### config.mk
export PLATFORM = sky130hd
export DESIGN_NAME = i2c_master_ctrl
export DESIGN_NICKNAME = d
export VERILOG_FILES = /design/src/rtl/i2c_master_ctrl.sv
export SDC_FILE = /design/constraint.sdc
export NUM_CORES = 1
export LEC_CHECK = 0
export CAP_MARGIN = 40
export CORE_UTILIZATION = 59
export DETAILED_ROUTE_END_ITERATION = 12
export GPL_TIMING_DRIVEN = 0
export PLACE_DENSITY = 0.87
export SLEW_MARGIN = 10
export SYNTH_ARGS = -nofsm -noshare
export SYNTH_HDL_FRONTEND = slang
export SYNTH_SLANG_ARGS = --single-unit
### constraint.sdc
create_clock -name clk -period 3.03 [get_ports clk]
set_input_delay 0.4545 -clock clk [delete_from_list [all_inputs] [get_ports clk]]
set_output_delay 0.4545 -clock clk [all_outputs]
set_load 0.05 [all_outputs]
### src/rtl/i2c_master_ctrl.sv
// Single-byte I2C master: START, address + R/W, one data byte with ACK handling,
// then STOP or repeated START. Open-drain SDA, phase-driven SCL, no stretching.
module i2c_master_ctrl #(
  parameter int unsigned CLK_DIV = 4
) (
  input  logic       clk,
  input  logic       rst_n,
  input  logic       enable,
  input  logic [6:0] slave_addr,
  input  logic       rw,
  input  logic [7:0] data_in,
  input  logic       repeated_start_cond,
  input  logic       sda_in,
  output logic       sda_out,
  output logic       scl_out,
  output logic [7:0] data_out,
  output logic       busy,
  output logic       done,
  output logic       ack_err
);

  localparam int unsigned DIV_W = $clog2(CLK_DIV);
  localparam logic [DIV_W-1:0] DIV_LAST = DIV_W'(CLK_DIV - 1);

  typedef enum logic [3:0] {
    IDLE,
    START,
    ADDR,
    ADDR_ACK,
    WRITE,
    WRITE_ACK,
    READ,
    READ_ACK,
    STOP,
    RSTART
  } state_t;

  state_t           state;
  state_t           state_nxt;
  logic [DIV_W-1:0] div_cnt;
  logic [1:0]       phase;
  logic [2:0]       bit_cnt;
  logic [7:0]       tx_shift;
  logic [7:0]       rx_shift;
  logic [7:0]       data_lat;
  logic             rw_lat;
  logic             ack_bit;
  logic             tick;
  logic             sample;
  logic             bit_end;

  assign tick    = (state != IDLE) && (div_cnt == DIV_LAST);
  assign sample  = tick && (phase == 2'd2);
  assign bit_end = tick && (phase == 2'd3);

  // Bus pins decode straight from state/phase so every quarter lines up with the tick.
  always_comb begin
    state_nxt = state;
    scl_out   = 1'b1;
    sda_out   = 1'b1;
    case (state)
      IDLE: begin
        if (enable) state_nxt = START;
      end
      START: begin
        sda_out = ~phase[1];
        if (bit_end) state_nxt = ADDR;
      end
      ADDR: begin
        scl_out = phase[1];
        sda_out = tx_shift[7];
        if (bit_end && bit_cnt == 3'd7) state_nxt = ADDR_ACK;
      end
      ADDR_ACK: begin
        scl_out = phase[1];
        if (bit_end) begin
          if (ack_bit)     state_nxt = STOP;
          else if (rw_lat) state_nxt = READ;
          else             state_nxt = WRITE;
        end
      end
      WRITE: begin
        scl_out = phase[1];
        sda_out = tx_shift[7];
        if (bit_end && bit_cnt == 3'd7) state_nxt = WRITE_ACK;
      end
      READ: begin
        scl_out = phase[1];
        if (bit_end && bit_cnt == 3'd7) state_nxt = READ_ACK;
      end
      WRITE_ACK, READ_ACK: begin
        scl_out = phase[1];
        if (bit_end) state_nxt = repeated_start_cond ? RSTART : STOP;
      end
      STOP: begin
        scl_out = (phase != 2'd0);
        sda_out = phase[1];
        if (bit_end) state_nxt = IDLE;
      end
      RSTART: begin
        scl_out = (phase != 2'd0);
        sda_out = ~phase[1];
        if (bit_end) state_nxt = ADDR;
      end
      default: state_nxt = IDLE;
    endcase
  end

  always_ff @(posedge clk) begin
    if (!rst_n) begin
      state    <= IDLE;
      div_cnt  <= '0;
      phase    <= '0;
      bit_cnt  <= '0;
      tx_shift <= '0;
      rx_shift <= '0;
      data_lat <= '0;
      rw_lat   <= 1'b0;
      ack_bit  <= 1'b0;
      data_out <= '0;
      busy     <= 1'b0;
      done     <= 1'b0;
      ack_err  <= 1'b0;
    end else begin
      state <= state_nxt;
      done  <= 1'b0;

      if (state == IDLE || tick) div_cnt <= '0;
      else                       div_cnt <= div_cnt + 1'b1;

      if (state == IDLE) phase <= '0;
      else if (tick)     phase <= phase + 2'd1;

      case (state)
        IDLE: begin
          bit_cnt <= '0;
          if (enable) begin
            tx_shift <= {slave_addr, rw};
            rw_lat   <= rw;
            data_lat <= data_in;
            ack_err  <= 1'b0;
            busy     <= 1'b1;
          end
        end
        ADDR, WRITE: begin
          if (bit_end) begin
            tx_shift <= {tx_shift[6:0], 1'b0};
            bit_cnt  <= bit_cnt + 3'd1;
          end
        end
        ADDR_ACK: begin
          if (sample) begin
            ack_bit <= sda_in;
            if (sda_in) ack_err <= 1'b1;
          end
          if (bit_end) tx_shift <= data_lat;
        end
        WRITE_ACK: begin
          if (sample && sda_in) ack_err <= 1'b1;
        end
        READ: begin
          if (sample)  rx_shift <= {rx_shift[6:0], sda_in};
          if (bit_end) bit_cnt  <= bit_cnt + 3'd1;
        end
        READ_ACK: begin
          if (bit_end) data_out <= rx_shift;
        end
        STOP: begin
          if (bit_end) begin
            done <= 1'b1;
            busy <= 1'b0;
          end
        end
        RSTART: begin
          if (bit_end) begin
            done     <= 1'b1;
            tx_shift <= {slave_addr, rw};
            rw_lat   <= rw;
            data_lat <= data_in;
          end
        end
        default: ;
      endcase
    end
  end

endmodule

==> results.yml, run 1 <==
route:
  drtIter0Drc: 301
  avgRoutedWirePerCell_um: 17.41
  wl_met2_um: 2837
  routed_via_density: 6.254
  antenna_left: 0
  wl_met1_um: 2588
  wl_met3_um: 387
  vias: 2145
  drc: 0
  topRoutingLayerUsed: "met4"
  drt_wl_total_um: 5972
  drtPass1Iterations: 5
place:
  numPortBuffers: 32
  gp_congestion: 0.9160
  dp_hpwl_um: 4074
worst_setup_path:
  critPathKind: "reg -> out"
  cp-end-kind: "primary output"
  timing.rr.start: "phase[1]$_SDFFE_PP0N_"
  worst_setup_path_start_kind: "register"
  path_max_fanout: 10
  timing.critical_path.from: "state[3]$_SDFFE_PN0P_"
  arrival_ps: 2360
  critical_path_required_ps: 2580
power:
  p_switching_uw: 469.6
  power_leakage_uw: 0.001021
  seq_power_share: 0.426
  powerDensity_nw_per_um2: 544.6
  switching_share: 0.2867
  power_frac_comb: 0.231
  internal-power_uw: 1169
  clockPowerShare: 0.343
  ir_worst_vdd_mv: 0.4300
global_route:
  grt_remaining_overflow: 0
  grt_max_degree: 17
  track_usage: 0.2849
  grt_antenna_before_repair: 0
  first_global_vias: 2010
  grt_pass1_wl_um: 9515
timing:
  relSlewSlack: 0.5947
  tightestPinTransition_ps: 605.3
  fin_setup_tns_ps: 0
  period_needed_ps: 2817
  final.hold.worst_slack_ps: 445.7
  clock.fmax_ghz: 0.3550
  clock_skew_ps: 13.42
  maxSlewViolCount: 0
  rsz0062_at_grt: "no"
  fin_crit_sh: 0.9297
  hold_violations: 0
  setup_violations: 0
status:
  status: "completed"
finish:
  area_growth_pct: 20.86
  seq_area_um2: 960.9
  final_nets: 319
  final_layout_size_suffix_gt1_frac: 0.09898
  fillers: 315
  multi_input_area_um2: 1389
  antennaDiodeCount: 0
clock_network:
  cts_inserted_buffers: 5
  cts.sinks: 48
  cts_max_path_buffers: 2
  cts_hold_buf: 0
  ctsHtreeMaxLevel: 2
  root_buffer: "clkbuf_8"
  clkLatencyLatePin_ps: 310
  cts_tree: "done"
  clk_pin_slew_ps: 90
floorplan:
  rows: 23
  die-area_um2: 4482
  io_pins: 34
  die_h_um: 66.95
  die_x_um: 66.95
  coreArea_um2: 4029
  start_util: 0.6177
synthesis:
  synth_compound_area_frac: 0.1865
  synth_xor_area_frac: 0.01458
  synth-simple-area-share: 0.2102
  yosysUniqueCellTypes: 47
  synth_top_family_by_area: "simple AND/OR/NAND/NOR gates"
  synth_warnings: 0
  syn-instance-count: 253
  synth_edf_count: 0
  synth_area_per_cell_um2: 9.837
  async_reset_ff_frac: 0
  syn_area_um2: 2489
  synth.mux.area_fraction: 0.1166
  synthesis.nets: 280
  synth-adder-area-share: 0.03017
  yosysSeqAreaShare: 0.3861
  ys_ff_latch: 48
  ys.flop_type: "dfxtp_1"
worst_hold_path:
  worstHoldStart: "div_cnt[0]$_SDFF_PP0_"
  hp-class: "reg -> reg"
job:
  maxCapViolCount: 0
==> routing by layer <==
metal | global-route usage | vias up
li1 | - | 1004
met1 | 0.3603 | 1011
met2 | 0.4646 | 106
met3 | 0.05822 | 24
met4 | 0.1223 | 0
met5 | 0 | -
==> final cells by class <==
type                       instances  share of cell area
clock buffer                       5             0.02288
clock inverter                     3             0.02288
buffer                            20             0.04118
timing repair buffer              32              0.1061
multi-input combinational        181              0.4617
inverter                           4            0.004992
tap                               50             0.02080
sequential                        48              0.3195
==> cell families after synthesis <==
kind of cell / count (synthesis)
xor gates and xnor gates: 2
buffers and inverters: 24
DFF: 48
AOI/OAI and AO/OA: 63
muxes: 29
adders and majority gates: 6
and+or+nand+nor: 81
==> cell usage in the layout, fill, tap and decap left out, types with 3 or more instances in the layout <==
master and n:
o21ai_0 10, dfxtp_1 48, nor4b_1 8, a22oi_1 3, a21oi_1 14, ha_1 6
mux2i_1 29, a22o_1 8, inv_1 3, o31ai_1 9, nand3_1 3, nor2b_1 29
a221oi_1 7, nor3_1 5, nand2_1 7, buf_2 3, buf_6 5, clkbuf_1 8
nor2_1 7, clkdlybuf4s50_1 31, clkbuf_8 5
==> cell usage after synthesis, types with 2 or more instances <==
master	instances	area share
buf_2	3	0.0060
a211oi_4	2	0.016
buf_1	2	0.0030
nor3_1	5	0.010
nand3_1	3	0.0060
mux2i_1	29	0.12
nor3b_1	2	0.0060
nand2_1	7	0.011
nor2_1	7	0.011
or2_1	2	0.0050
or3b_2	2	0.0070
nand4_1	2	0.0050
nor2b_1	29	0.073
nor4b_1	8	0.028
a221oi_1	7	0.025
inv_1	3	0.0045
ha_1	6	0.030
o31ai_1	9	0.027
a22oi_1	3	0.0090
buf_6	5	0.023
or3_1	2	0.0050
a21oi_1	14	0.028
nand3b_1	2	0.0060
o21ai_0	10	0.020
dfxtp_1	48	0.39
o211ai_1	2	0.0060
a21boi_0	2	0.0060
buf_4	2	0.0060
a22o_1	8	0.028
clkbuf_1	8	0.012
nand2b_1	2	0.0050
nor3_4	2	0.013
==> what timing repair did <==
item,in CTS,in global routing
resized for setup,1,0
setup buffers,0,0
endpoints found under the setup margin,1,0
endpoints found under the hold margin,0,0
==> worst paths after layout <==
kind                               to  slack [ps]  depth (start not counted)
min             div_cnt[0]$_SDFF_PP0_         450                          1
max reg2reg  tx_shift[5]$_SDFFE_PN0P_        1030                          6
min reg2reg     div_cnt[0]$_SDFF_PP0_         450                          1
max                           sda_out         210                          7
==> through the flow <==
step | setup WS, ps | util | power (uW) | cells | instance area, um^2
6_report | 213.1 | 0.7466 | 1638 | 343 | 3008
5_1_grt | 19.67 | 0.7466 | 1692 | 343 | 3008
4_1_cts | 223.7 | 0.7466 | 1633 | 343 | 3008
3_5_place_dp | 316.3 | 0.7127 | 1078 | 335 | 2872
3_3_place_gp | 303.1 | 0.7127 | 1068 | 335 | 2872
2_1_floorplan | 693.8 | - | 973.5 | 253 | 2489
==> sequential cells by signal (all words and copies together), names as in the netlist <==
register	cells
rx_shift	8
tx_shift	8
data_out	8
div_cnt	2
rw_lat	1
busy	1
data_lat	8
ack_bit	1
ack_err	1
done	1
phase	2
state	4
bit_cnt	3
==> critical path, cell delays in order, from the launching register on <==
cell and delay [ps]:
dfxtp_1 380, buf_2 260, clkbuf_1 400, nor3b_1 110, a21oi_1 130, o22ai_1 100
a21oi_1 140, dlygate4sd2_1 540
==> power by group through the flow <==
stage / Combinational [uW] / Sequential [uW] / Clock (uW)
finish: 379 / 698 / 561
global route: 402 / 702 / 589
CTS: 373 / 697 / 563
detailed placement: 366 / 712 / 0
global placement: 358 / 710 / 0
floorplan: 263 / 711 / 0
No activity file was read; power rests on OpenSTA's default activity.
==> run 2, diff against run 1 <==
Settings changed: CORE_MARGIN from default to 3.
==> results.yml, run 2 (synthesized netlist as in run 1, its figures left out) <==
clock_network:
  cts_hold_buf: 0
  clkLatencyLatePin_ps: 310
  cts.sinks: 48
  root_buffer: "clkbuf_8"
  cts_tree: "done"
  cts_max_path_buffers: 2
  clk_pin_slew_ps: 90
  ctsHtreeMaxLevel: 2
  cts_inserted_buffers: 5
  post_cts_buffers: 0
worst_setup_path:
  critPathTopFamily: "buffers and inverters"
  timing.critical_path.from: "state[3]$_SDFFE_PN0P_"
  timing.rr.start: "phase[1]$_SDFFE_PP0N_"
  critical_path_required_ps: 2580
  worst_setup_path_start_kind: "register"
  cp-end-kind: "primary output"
  r2r.worst_path.cells: 6
  critPathKind: "reg -> out"
  crit_buf_inv: 3
  slowest_stage: "clkdlybuf4s50_1"
  cp-endpoint: "scl_out"
  r2r-end: "tx_shift[4]$_SDFFE_PN0P_"
  path_max_fanout: 10
  cp_num_cells: 5
  arrival_ps: 2400
  crit_chain: "buf_2 > clkbuf_1 > nor3_1 > a31oi_1 > clkdlybuf4s50_1"
  slowest_delay_ps: 820
  reg2reg_setup_slack_ps: 1110
finish:
  fin_cells: 341
  area_growth_pct: 19.10
  final_cell_mix: "dfxtp_1 (48), clkdlybuf4s50_1 (31), mux2i_1 (29), nor2b_1 (29), a21oi_1 (14)"
  final_common_cell: "dfxtp_1"
  final_layout_size_suffix_gt1_frac: 0.09898
  final_nets: 319
  antennaDiodeCount: 0
route:
  drtIter0Drc: 260
  routed_via_density: 5.985
  drtPass1Iterations: 5
  drt_wl_total_um: 5686
  avgRoutedWirePerCell_um: 16.67
  antenna_left: 0
  vias: 2041
  drc: 0
place:
  gp_congestion: 0.8940
  numPortBuffers: 32
  dp_cells: 333
  dp_hpwl_um: 3998
power:
  seq_power_share: 0.473
  switching_share: 0.3079
  power_frac_comb: 0.250
  clockPowerShare: 0.278
  powerDensity_nw_per_um2: 498.7
  p_switching_uw: 455.1
  internal-power_uw: 1023
  power_leakage_uw: 0.001004
  ir_worst_vdd_mv: 0.4023
worst_hold_path:
  hp-class: "reg -> reg"
timing:
  relSlewSlack: 0.5548
  hold_violations: 0
  setup_violations: 0
  clock.fmax_ghz: 0.3504
  fin_setup_tns_ps: 0
  fin_crit_sh: 0.9418
  rsz0062_at_grt: "no"
  clock_skew_ps: 7.516
  maxSlewViolCount: 0
  tightestPinTransition_ps: 664.9
  period_needed_ps: 2854
global_route:
  track_usage: 0.2426
  grt_antenna_before_repair: 0
  first_global_vias: 1992
  grt_pass1_wl_um: 9798
  grt_max_degree: 16
  grt_remaining_overflow: 0
status:
  status: "completed"
floorplan:
  rows: 22
  start_util: 0.6458
  die-area_um2: 5033
  io_pins: 34
  die_h_um: 70.95
  die_x_um: 70.95
  coreArea_um2: 3854
job:
  maxCapViolCount: 0
run 2: layer usage:
layer  global-route usage  wire length (um)  vias up  part of all wire
met5                    0                 0        -                 0
li1                     -                 -     1003                 -
met4              0.06472                60        0             0.011
met3              0.05682               320        8             0.056
met2               0.3697              2660       63              0.47
met1               0.3454              2645      967              0.47
run 2: metrics by stage:
step	instance area, um^2	hold WS (ps)	setup WS (ps)	utilization	power (uW)
2_1_floorplan	2489	408.4	693.8	-	973.5
3_3_place_gp	2869	417.4	282.8	0.7445	1070
3_5_place_dp	2869	424.8	262.8	0.7445	1079
4_1_cts	2964	437.2	214.9	0.7692	1475
5_1_grt	2964	468.7	36.52	0.7692	1542
6_report	2964	433.7	176.5	0.7692	1478
run 2: how the worst min path moves through the flow:
stage | startpoint | end | depth (start not counted)
6_report | div_cnt[0]$_SDFF_PP0_ | div_cnt[0]$_SDFF_PP0_ | 1
5_1_grt | div_cnt[0]$_SDFF_PP0_ | div_cnt[0]$_SDFF_PP0_ | 1
4_1_cts | div_cnt[0]$_SDFF_PP0_ | div_cnt[0]$_SDFF_PP0_ | 1
3_5_place_dp | div_cnt[0]$_SDFF_PP0_ | div_cnt[0]$_SDFF_PP0_ | 1
3_3_place_gp | div_cnt[0]$_SDFF_PP0_ | div_cnt[0]$_SDFF_PP0_ | 1
2_1_floorplan | div_cnt[0]$_SDFF_PP0_ | div_cnt[0]$_SDFF_PP0_ | 1
run 2: layout make-up:
| cell class | instances | area, um^2 |
|---|---|---|
| clock inverters | 2 | 13.76 |
| plain buffers | 20 | 123.9 |
| flip-flops and latches | 48 | 960.9 |
| repair buffers | 32 | 319.1 |
| well taps | 48 | 60.06 |
| fillers | 283 | 889.6 |
| multi-input cells | 181 | 1389 |
| clock buffers | 6 | 82.58 |
| inverters | 4 | 15.01 |
run 2: timing repair:
| action | in CTS | in global routing |
|---|---|---|
| resized for setup | 1 | 0 |
| endpoints found under the setup margin | 1 | 0 |
| endpoints found under the hold margin | 0 | 0 |
run 2: power groups by stage:
stage	clock network [uW]	logic [uW]	registers (uW)
final	410	369	699
after global routing	437	403	703
after CTS	411	367	698
after detailed placement	0	366	712
after global placement	0	360	711
after floorplan	0	263	711
